## src/rtl/mac_result_drain.sv

```systemverilog
// Snapshots all MAC lane results on a capture pulse and streams them out one word per beat.
// Optional running checksum of each drained snapshot when MAC_DRAIN_CHECKSUM_EN is defined.
module mac_result_drain #(
  parameter int unsigned LANES = 8,
  parameter int unsigned DW    = 16,
  parameter int unsigned IDX_W = 3
) (
  input  logic                  clk,
  input  logic                  rst,
  input  logic [LANES*DW-1:0]   mac_out_flat,
  input  logic                  capture,
  output logic                  busy,
  output logic                  out_valid,
  input  logic                  out_ready,
  output logic [DW-1:0]         out_data,
  output logic [IDX_W-1:0]      out_idx,
  output logic                  out_last,
  output logic                  overrun,
  input  logic                  overrun_clr
`ifdef MAC_DRAIN_CHECKSUM_EN
  ,
  output logic [DW-1:0]         csum_out,
  output logic                  csum_valid
`endif
);

  localparam logic [IDX_W-1:0] LAST_IDX = IDX_W'(LANES - 1);

  typedef enum logic {IDLE, STREAM} state_e;

  state_e state_q, state_d;

  logic [DW-1:0]    snap_q [LANES];
  logic [DW-1:0]    out_data_q, out_data_d;
  logic [IDX_W-1:0] out_idx_q, out_idx_d;
  logic             out_last_q, out_last_d;
  logic             out_valid_q, out_valid_d;
  logic             busy_q, busy_d;
  logic             overrun_q, overrun_d;

  logic             hs, last_hs, load, drop;
  logic [IDX_W-1:0] nxt_idx;

  assign hs      = out_valid_q && out_ready;
  assign last_hs = hs && out_last_q;
  assign load    = capture && ((state_q == IDLE) || last_hs);
  assign drop    = capture && (state_q == STREAM) && !last_hs;
  assign nxt_idx = out_idx_q + IDX_W'(1);

  // State register
  always_ff @(posedge clk or posedge rst) begin
    if (rst) state_q <= IDLE;
    else     state_q <= state_d;
  end

  // Next-state logic
  always_comb begin
    state_d = state_q;
    case (state_q)
      IDLE:    if (capture) state_d = STREAM;
      STREAM:  if (last_hs && !capture) state_d = IDLE;
      default: state_d = IDLE;
    endcase
  end

  // Output next values; a stalled beat simply keeps the held values
  always_comb begin
    out_valid_d = (state_d == STREAM);
    busy_d      = (state_d == STREAM);
    out_idx_d   = out_idx_q;
    out_data_d  = out_data_q;
    out_last_d  = out_last_q;
    if (load) begin
      out_idx_d  = '0;
      out_data_d = mac_out_flat[DW-1:0];
      out_last_d = (LANES == 1);
    end else if (last_hs) begin
      out_idx_d  = '0;
      out_data_d = '0;
      out_last_d = 1'b0;
    end else if (hs) begin
      out_idx_d  = nxt_idx;
      out_data_d = snap_q[nxt_idx];
      out_last_d = (nxt_idx == LAST_IDX);
    end
    overrun_d = overrun_q;
    if (drop)             overrun_d = 1'b1;
    else if (overrun_clr) overrun_d = 1'b0;
  end

  always_ff @(posedge clk or posedge rst) begin
    if (rst) begin
      out_valid_q <= 1'b0;
      busy_q      <= 1'b0;
      out_idx_q   <= '0;
      out_data_q  <= '0;
      out_last_q  <= 1'b0;
      overrun_q   <= 1'b0;
    end else begin
      out_valid_q <= out_valid_d;
      busy_q      <= busy_d;
      out_idx_q   <= out_idx_d;
      out_data_q  <= out_data_d;
      out_last_q  <= out_last_d;
      overrun_q   <= overrun_d;
    end
  end

  // Snapshot buffer
  always_ff @(posedge clk or posedge rst) begin
    if (rst) begin
      for (int k = 0; k < int'(LANES); k++) snap_q[k] <= '0;
    end else if (load) begin
      for (int k = 0; k < int'(LANES); k++) snap_q[k] <= mac_out_flat[k*DW +: DW];
    end
  end

  assign out_valid = out_valid_q;
  assign busy      = busy_q;
  assign out_idx   = out_idx_q;
  assign out_data  = out_data_q;
  assign out_last  = out_last_q;
  assign overrun   = overrun_q;

`ifdef MAC_DRAIN_CHECKSUM_EN
  logic [DW-1:0] sum_q, csum_q;
  logic          csum_valid_q;

  // Running sum of accepted words; total published the cycle after the last beat
  always_ff @(posedge clk or posedge rst) begin
    if (rst) begin
      sum_q        <= '0;
      csum_q       <= '0;
      csum_valid_q <= 1'b0;
    end else begin
      csum_valid_q <= last_hs;
      if (last_hs) begin
        csum_q <= sum_q + out_data_q;
        sum_q  <= '0;
      end else if (load) begin
        sum_q <= '0;
      end else if (hs) begin
        sum_q <= sum_q + out_data_q;
      end
    end
  end

  assign csum_out   = csum_q;
  assign csum_valid = csum_valid_q;
`endif

endmodule
```

## config.mk

```make
export PLATFORM = sky130hd
export DESIGN_NAME = mac_result_drain
export DESIGN_NICKNAME = d
export VERILOG_FILES = /design/src/rtl/mac_result_drain.sv
export SDC_FILE = /design/constraint.sdc
export NUM_CORES = 1
export LEC_CHECK = 0
export BUFFER_PORTS_ARGS = -buffer_cell sky130_fd_sc_hd__buf_2
export CAP_MARGIN = 10
export CORE_MARGIN = 5
export CORE_UTILIZATION = 35
export CTS_CLUSTER_SIZE = 12
export DETAILED_ROUTE_END_ITERATION = 16
export PLACE_DENSITY = 0.54
export SYNTH_ARGS = -nofsm -noshare
export SYNTH_HDL_FRONTEND = slang
export SYNTH_SLANG_ARGS = --single-unit
export TNS_END_PERCENT = 10
```

## constraint.sdc

```tcl
create_clock -name clk -period 8.15 [get_ports clk]
set_clock_uncertainty 0.15 [all_clocks]
set_input_delay 1.2225 -clock clk [delete_from_list [all_inputs] [get_ports clk]]
set_output_delay 1.2225 -clock clk [all_outputs]
set_load 0.01 [all_outputs]
```

==> results of run 1 <==
[registers in the layout (all words and copies together) (netlist names)]
name / count
overrun: 1
out_last: 1
out_data: 16
out_idx: 3
busy: 1
snap_q: 128
[logic make-up after synthesis]
family	synth area share
AOI/OAI and AO/OA	0.04677
xor gates and xnor gates	0.002453
adders and majority gates	0.003503
buffers and inverters	0.03521
DFF	0.5255
muxes	0.3104
and+or+nand+nor	0.07620
[power by group]
part / switching (uW) / internal, uW
clock: 324 / 493
sequential: 210 / 1120
combinational: 652 / 828
[cell type report]
type                    instances  area, um^2  share of cell area
inverters                       4       20.02            0.002301
repair buffers                161       820.8             0.09436
flip-flops and latches        150        3755              0.4317
clock inverters                14       175.2             0.02014
diodes                          2       5.005           0.0005754
well taps                     270       337.8             0.03884
multi-input cells             287        3146              0.3616
clock buffers                  18       439.2             0.05049
[stage by stage]
stage                     cells  total power, uW
final                       906             3625
after global routing        905             3843
after CTS                   904             3682
after floorplan             484             2387
after detailed placement    872             2847
after global placement      872             2785
[worst max path at each step]
stage          depth (start not counted)  slack (ns)                endpoint           start
3_3_place_gp                           5        4.31   snap_q[2]$_DFFE_PP0P_       out_ready
2_1_floorplan                          1        2.74          busy$_DFF_PP0_             rst
5_1_grt                                4        4.26  snap_q[44]$_DFFE_PP0P_  busy$_DFF_PP0_
6_report                               4        4.56  snap_q[34]$_DFFE_PP0P_  busy$_DFF_PP0_
4_1_cts                                4        4.60  snap_q[34]$_DFFE_PP0P_  busy$_DFF_PP0_
3_5_place_dp                           5        4.26  snap_q[34]$_DFFE_PP0P_       out_ready
[placed cells by master, fill, tap and decap left out, types with 6 or more instances in the layout]
| cell type | n |
|---|---|
| sky130_fd_sc_hd__and4_1 | 32 |
| sky130_fd_sc_hd__buf_2 | 155 |
| sky130_fd_sc_hd__buf_4 | 6 |
| sky130_fd_sc_hd__clkbuf_16 | 17 |
| sky130_fd_sc_hd__dfrtp_1 | 149 |
| sky130_fd_sc_hd__mux2_2 | 128 |
| sky130_fd_sc_hd__mux4_1 | 12 |
| sky130_fd_sc_hd__mux4_2 | 20 |
| sky130_fd_sc_hd__nand2_1 | 6 |
| sky130_fd_sc_hd__nand3_1 | 18 |
| sky130_fd_sc_hd__nor2b_1 | 19 |
| sky130_fd_sc_hd__o211ai_1 | 16 |
| sky130_fd_sc_hd__o32a_1 | 16 |
[layer usage]
metal	global-route usage	wire length (um)
met5	0	73
met4	0.04794	310
met3	0.06022	1360
met2	0.2508	8712
met1	0.2116	8196
==> summary.md, run 1 <==
| Metric | Value |
|---|---|
| Run status | finished clean |
| First-pass DRT Iterations | 4 |
| Most area-consuming cells after synthesis | sky130_fd_sc_hd__dfrtp_1 (53%), sky130_fd_sc_hd__mux2_2 (20%), sky130_fd_sc_hd__mux4_2 (6.3%) |
| Final total negative setup slack | 0 ns |
| Max-slew violation count | 0 |
| Critical Path Sink Type | flop |
| Peak clock frequency supported by timing | 0.2788 GHz |
| Post-synthesis sequential element count | 150 |
| Count of cells along the worst hold path | 1 |
| Crit path launch type | flop |
| Die area | 23370 um^2 |
| Unrepaired setup endpoints after global routing | no |
| Area of all placed cells without fillers | 8698 um^2 |
| Library cell with the highest instance count after synthesis | sky130_fd_sc_hd__dfrtp_1 |
| Worst slack on hold paths | 0.3472 ns |
| Wirelength per Cell | 20.59 um |
| Maximum count of clock buffers along a single path | 2 |
| Netlist Area Pre-Place | 7143 um^2 |
| Worst IR drop on VDD | 0.0001806 V |
| Total number of H-tree levels | 4 |
| Count of different cell masters after synthesis | 31 |
| Layout fillers | 1886 |
| Count of nets after finishing | 756 |
| Class of the most critical setup path | flop to flop |
| Area of the core region | 20170 um^2 |
| Worst path bufs/invs | 1 |
| Post-route fraction of the period consumed by the critical path | 0.4401 |
| Startpoint of the worst hold path | out_data[2]$_DFFE_PP0P_ |
| Die Width | 152.9 um |
| Number of buffers added on ports | 155 |
| Number of hold-slack violations in the final timing report | 0 |
| Worst-case hold path end point | out_data[2]$_DFFE_PP0P_ |
| Post-synthesis area per instance | 14.76 um^2 |
| Arrival @ worst endpoint | 3.74 ns |
| Endpoint required time on the critical path | 8.31 ns |
| Main synth FF type | sky130_fd_sc_hd__dfrtp_1 |
| Crit path cell chain | a21boi_0 > nand2b_4 > buf_4 > mux2_2 |
| Die Height | 152.9 um |
| Final Worst Setup Slack | 4.564 ns |
| Worst slack after detailed placement | 4.257 ns |
| Post-Synthesis Net Count | 619 |
| Number of design-rule violations left by the first detailed-router iteration | 241 |
| Crit path max-delay family | flip-flops |
| Number of hold-repair buffers added at the cts stage | 0 |
| Num rows | 52 |
| Largest net degree at the start of global routing | 89 |
| CTS tree | built |
| Via count of the first global-routing pass | 5056 |
| Initial antenna violation count | 6 |
| Mapped Cells | 484 |
| End-of-flow core utilization | 0.4313 |
| Number of buffers created by CTS | 17 |
| Final setup viols | 0 |
| Detailed-route DRC error count | 0 |
| Number of clock sinks seen by CTS | 150 |
| Total half-perimeter wirelength after legalization and detailed placement | 13000 um |
| Later-pin clock latency in the skew report | 0.42 ns |
| Remaining global-route overflow | 0 |
| Fraction of final layout cells sized beyond drive strength 1 | 0.5442 |
| Most used standard cells in the synthesized netlist | sky130_fd_sc_hd__dfrtp_1 (150), sky130_fd_sc_hd__mux2_2 (128), sky130_fd_sc_hd__and4_1 (32), sky130_fd_sc_hd__clkbuf_1 (21), sky130_fd_sc_hd__mux4_2 (20) |
| Transition time of the tightest slew-check pin | 1.118 ns |
| Resized cells post-CTS | 0 |
| Number of enable flip-flop cells after synthesis | 0 |
| Clock root cell | sky130_fd_sc_hd__clkbuf_16 |
| Top fanout value on the critical path | 88 |
| Worst-path cell with the longest stage delay | sky130_fd_sc_hd__dfrtp_1 |
| Total track usage | 0.1611 |
| R2R depth | 4 |
| R2R Path Start | busy$_DFF_PP0_ |
| Worst Hold Class | flop to flop |
| Area delta synth->final | 21.77% |
| Power Density | 416.7 nW/um^2 |
| Area after detailed placement | 8079 um^2 |
| Detail-routed via count per cell | 5.233 |
| Critical register-to-register path endpoint | snap_q[34]$_DFFE_PP0P_ |
| Overall routed net length | 18650 um |
| Yosys top cell by area | sky130_fd_sc_hd__dfrtp_1 |
| Sequential fraction of the synthesis area | 0.5255 |
| Flop-to-flop setup slack | 4.56 ns |
| Clock transition time at the flip-flop clock pins of the worst setup and hold paths | 0.06 ns |
| Top Ports | 156 |
| Total via count in the routed design | 4741 |
| Fin crit period | 3.586 ns |
| Initial cell density of the core | 0.3542 |
| Placer congestion estimate | 0.7703 |
| Post-CTS setup repair buffer count | 0 |
| Static Leak | 0.003913 uW |
| Proportion of netlist area held by the largest area contributor | 0.5255 |
| Largest stage delay on the critical path | 0.97 ns |
| First-pass GRT wire length | 29190 um |
| Headroom to the max-slew limit | 0.2544 |
| Count of max-cap constraint violations | 0 |
| Number of warnings issued by yosys | 0 |
| Number of nets with antenna violations after detailed routing | 0 |
| Fraction of synthesis flops using an asynchronous set or reset pin | 1.000 |
(Power assumes the default switching activity.)
==> inputs of run 2 (changes only) <==
--- a/config.mk
+++ b/config.mk
@@ -5,6 +5,7 @@
 export SDC_FILE = /design/constraint.sdc
 export NUM_CORES = 1
 export LEC_CHECK = 0
+export ABC_AREA = 1
 export BUFFER_PORTS_ARGS = -buffer_cell sky130_fd_sc_hd__buf_2
 export CAP_MARGIN = 10
 export CORE_MARGIN = 5
==> constraint.sdc (replaced) <==
create_clock -name clk -period 3.6 [get_ports clk]
set_clock_uncertainty 0.15 [all_clocks]
set_input_delay 0.54 -clock clk [delete_from_list [all_inputs] [get_ports clk]]
set_output_delay 0.54 -clock clk [all_outputs]
set_load 0.01 [all_outputs]
==> run 2 against run 1 <==
Critical path depth up 3. Via count rose by 33%. Sequential power increased by 110%. Cell count up 50%. Wire length is 17% higher. Utilization shrank 1.2 points. Combinational power rose to 2.7 times the previous value. Largest cell class unchanged. Largest power group unchanged.
==> summary.md, run 2 <==
| Metric | Value |
|---|---|
| Biggest register | snap_q |
| Number of hold-slack violations in the final timing report | 0 |
| Run status | finished clean |
| R2R Path Start | busy$_DFF_PP0_ |
| Die area | 24800 um^2 |
| Critical Path Source | busy$_DFF_PP0_ |
| Class of the most critical setup path | flop to flop |
| Most common cell after layout, fill and taps aside | sky130_fd_sc_hd__nand2_1 |
| Number of diodes | 0 |
| Count of max-cap constraint violations | 0 |
| Share of total power in sequential cells | 0.331 |
| Headroom to the max-slew limit | 0.3861 |
| Endpoint required time on the critical path | 3.80 ns |
| Detail-routed via count per cell | 4.627 |
| Initial cell density of the core | 0.3520 |
| Placer congestion estimate | 0.8137 |
| Netlist Area Pre-Place | 7611 um^2 |
| Fraction of power spent switching nets | 0.4247 |
| Main synth FF type | sky130_fd_sc_hd__dfrtp_1 |
| Post-CTS setup repair buffer count | 0 |
| Number of design-rule violations left by the first detailed-router iteration | 460 |
| # placed instances | 1331 |
| Number of buffers created by CTS | 17 |
| Power, Total | 8596 uW |
| Die Height | 157.5 um |
| Library cell with the highest instance count after synthesis | sky130_fd_sc_hd__nand2_1 |
| Internal power component | 4945 uW |
| Wirelength per Cell | 16.05 um |
| Post-synthesis sequential element count | 150 |
| Number of hold-repair buffers added at the cts stage | 0 |
| Gate power share | 0.467 |
| Number of warnings issued by yosys | 0 |
| Clock root cell | sky130_fd_sc_hd__clkbuf_16 |
| Mapped Cells | 939 |
| Top Ports | 156 |
| Commonest non-fill, non-tap cells in the layout | sky130_fd_sc_hd__nand2_1 (252), sky130_fd_sc_hd__buf_2 (155), sky130_fd_sc_hd__dfrtp_1 (149), sky130_fd_sc_hd__inv_1 (130), sky130_fd_sc_hd__nand3_1 (118) |
| Area of the core region | 21620 um^2 |
| Worst Hold Class | input pin to async pin |
| Fraction of final layout cells sized beyond drive strength 1 | 0.2844 |
| Critical Path Sink Type | flop |
| Resized cells post-CTS | 0 |
| Number of enable flip-flop cells after synthesis | 0 |
| Initial antenna violation count | 0 |
| Number of buffers added on ports | 155 |
| Most area-consuming cells after synthesis | sky130_fd_sc_hd__dfrtp_1 (49%), sky130_fd_sc_hd__nand2_1 (12%), sky130_fd_sc_hd__nand3_1 (7.8%) |
| Proportion of netlist area held by the largest area contributor | 0.4932 |
| First-pass DRT Iterations | 5 |
| Number of standard cells in the final layout excluding fillers | 1363 |
| Arrival @ worst endpoint | 2.63 ns |
| Peak clock frequency supported by timing | 0.4128 GHz |
| Crit path launch type | flop |
| Number of clock sinks seen by CTS | 150 |
| Final total negative setup slack | 0 ns |
| Sequential fraction of the synthesis area | 0.4932 |
| Fin crit period | 2.422 ns |
| Post-route fraction of the period consumed by the critical path | 0.6729 |
| CTS tree | built |
| Total half-perimeter wirelength after legalization and detailed placement | 15900 um |
| Net Sw Power | 3651 uW |
| Yosys top cell by area | sky130_fd_sc_hd__dfrtp_1 |
| Area delta synth->final | 19.23% |
| Fraction of power consumed by the clock network | 0.202 |
| Transition time of the tightest slew-check pin | 0.9200 ns |
| Via count of the first global-routing pass | 6327 |
| Die Width | 157.5 um |
| Num rows | 54 |
| Largest net degree at the start of global routing | 100 |
| Clock transition time at the flip-flop clock pins of the worst setup and hold paths | 0.07 ns |
| Layout fillers | 2283 |
| Number of nets with antenna violations after detailed routing | 0 |
| Multi-input gate area in the final layout | 2940 um^2 |
| Most used standard cells in the synthesized netlist | sky130_fd_sc_hd__nand2_1 (252), sky130_fd_sc_hd__dfrtp_1 (150), sky130_fd_sc_hd__inv_1 (131), sky130_fd_sc_hd__nand3_1 (118), sky130_fd_sc_hd__o21ai_2 (60) |
| First-pass GRT wire length | 34150 um |
| Later-pin clock latency in the skew report | 0.43 ns |
| Unrepaired setup endpoints after global routing | no |
| Overall routed net length | 21880 um |
| Maximum count of clock buffers along a single path | 2 |
| Top fanout value on the critical path | 99 |
| Max-slew violation count | 0 |
| Total via count in the routed design | 6306 |
| Count of different cell masters after synthesis | 26 |
| Post-Synthesis Net Count | 1074 |
| Fraction of synthesis flops using an asynchronous set or reset pin | 1.000 |
| Power Density | 947.2 nW/um^2 |
| Remaining global-route overflow | 0 |
| Total number of H-tree levels | 4 |
| Static Leak | 0.004637 uW |
| Detailed-route DRC error count | 0 |
| Seq. cell area | 3755 um^2 |
| Worst IR drop on VDD | 0.0004078 V |
| Post-synthesis area per instance | 8.105 um^2 |
| Max FFs per register | 128 |
| End-of-flow core utilization | 0.4197 |
| Final setup viols | 0 |
| Count of nets after finishing | 1205 |
| Total track usage | 0.1812 |
## run 2: changes by cell type in the layout (fill, tap and decap cells not counted), moves of 19 or more
cell,previous run,this run
sky130_fd_sc_hd__mux4_2,20,0
sky130_fd_sc_hd__o21ai_1,0,25
sky130_fd_sc_hd__and4_1,32,0
sky130_fd_sc_hd__inv_1,3,130
sky130_fd_sc_hd__nand3_1,18,118
sky130_fd_sc_hd__nor2b_1,19,0
sky130_fd_sc_hd__nor2_1,2,47
sky130_fd_sc_hd__nand2_1,6,252
sky130_fd_sc_hd__mux2_2,128,0
sky130_fd_sc_hd__o21ai_0,5,29
sky130_fd_sc_hd__o21ai_2,0,60
sky130_fd_sc_hd__nand2_2,0,41
## run 2: cells by family after synthesis
logic type,after synthesis,share of synthesized area
simple gates,461,0.2625
xor+xnor,2,0.003289
buf+inv,192,0.1205
flops,150,0.4932
compound gates,132,0.1172
fa+ha+maj,2,0.003287
## run 2: critical path: stages (launching register included)
cell and delay, ns:
sky130_fd_sc_hd__dfrtp_1 0.42, sky130_fd_sc_hd__nand3_1 0.13, sky130_fd_sc_hd__nand2_2 0.33, sky130_fd_sc_hd__nand2_4 0.24, sky130_fd_sc_hd__inv_8 0.46, sky130_fd_sc_hd__buf_12 0.35, sky130_fd_sc_hd__nand2_1 0.12, sky130_fd_sc_hd__o21ai_2 0.07
## run 2: power by group through the flow
stage / registers (uW) / clock network [uW] / logic [uW]
2_1_floorplan: 2830 / 0 / 2940
3_3_place_gp: 2850 / 0 / 4030
3_5_place_dp: 2870 / 0 / 4090
4_1_cts: 2850 / 1770 / 4110
5_1_grt: 2930 / 1850 / 4570
6_report: 2840 / 1740 / 4020
## run 2: metal layers
metal  vias up  share of wire  global-route usage
met5         -              0                   0
met4         0          0.018             0.05653
met3        24          0.054             0.03959
met2       159           0.47              0.2876
met1      2922           0.46              0.2485
li1       3201              -                   -
## run 2: cell type report
cell class	count	share of cell area
Sequential cell	150	0.4138
Multi-Input combinational cell	597	0.3240
Timing Repair Buffer	168	0.1031
Inverter	136	0.05749
Clock buffer	22	0.05225
Tap cell	280	0.03860
Clock inverter	10	0.01075
## run 2: worst paths after layout
check,endpoint,slack [ns],cells after the start
hold reg to reg,snap_q[5]$_DFFE_PP0P_,0.33,2
setup reg to reg,snap_q[85]$_DFFE_PP0P_,1.18,7
min in group clk,snap_q[4]$_DFFE_PP0P_,0.15,3
max in group asynchronous,snap_q[39]$_DFFE_PP0P_,2.43,3
hold / removal,snap_q[82]$_DFFE_PP0P_,0.11,2
setup / recovery,snap_q[85]$_DFFE_PP0P_,1.18,7
## run 2: metrics by stage
step	instance area, um^2	setup slack (ns)	hold slack (ns)
finish	9075	1.178	0.1094
CTS	9075	1.169	0.1363
floorplan	7615	1.021	0.2998
global placement	8503	1.071	0.3150
detailed placement	8503	1.007	0.3179
global route	9075	0.9972	0.1530
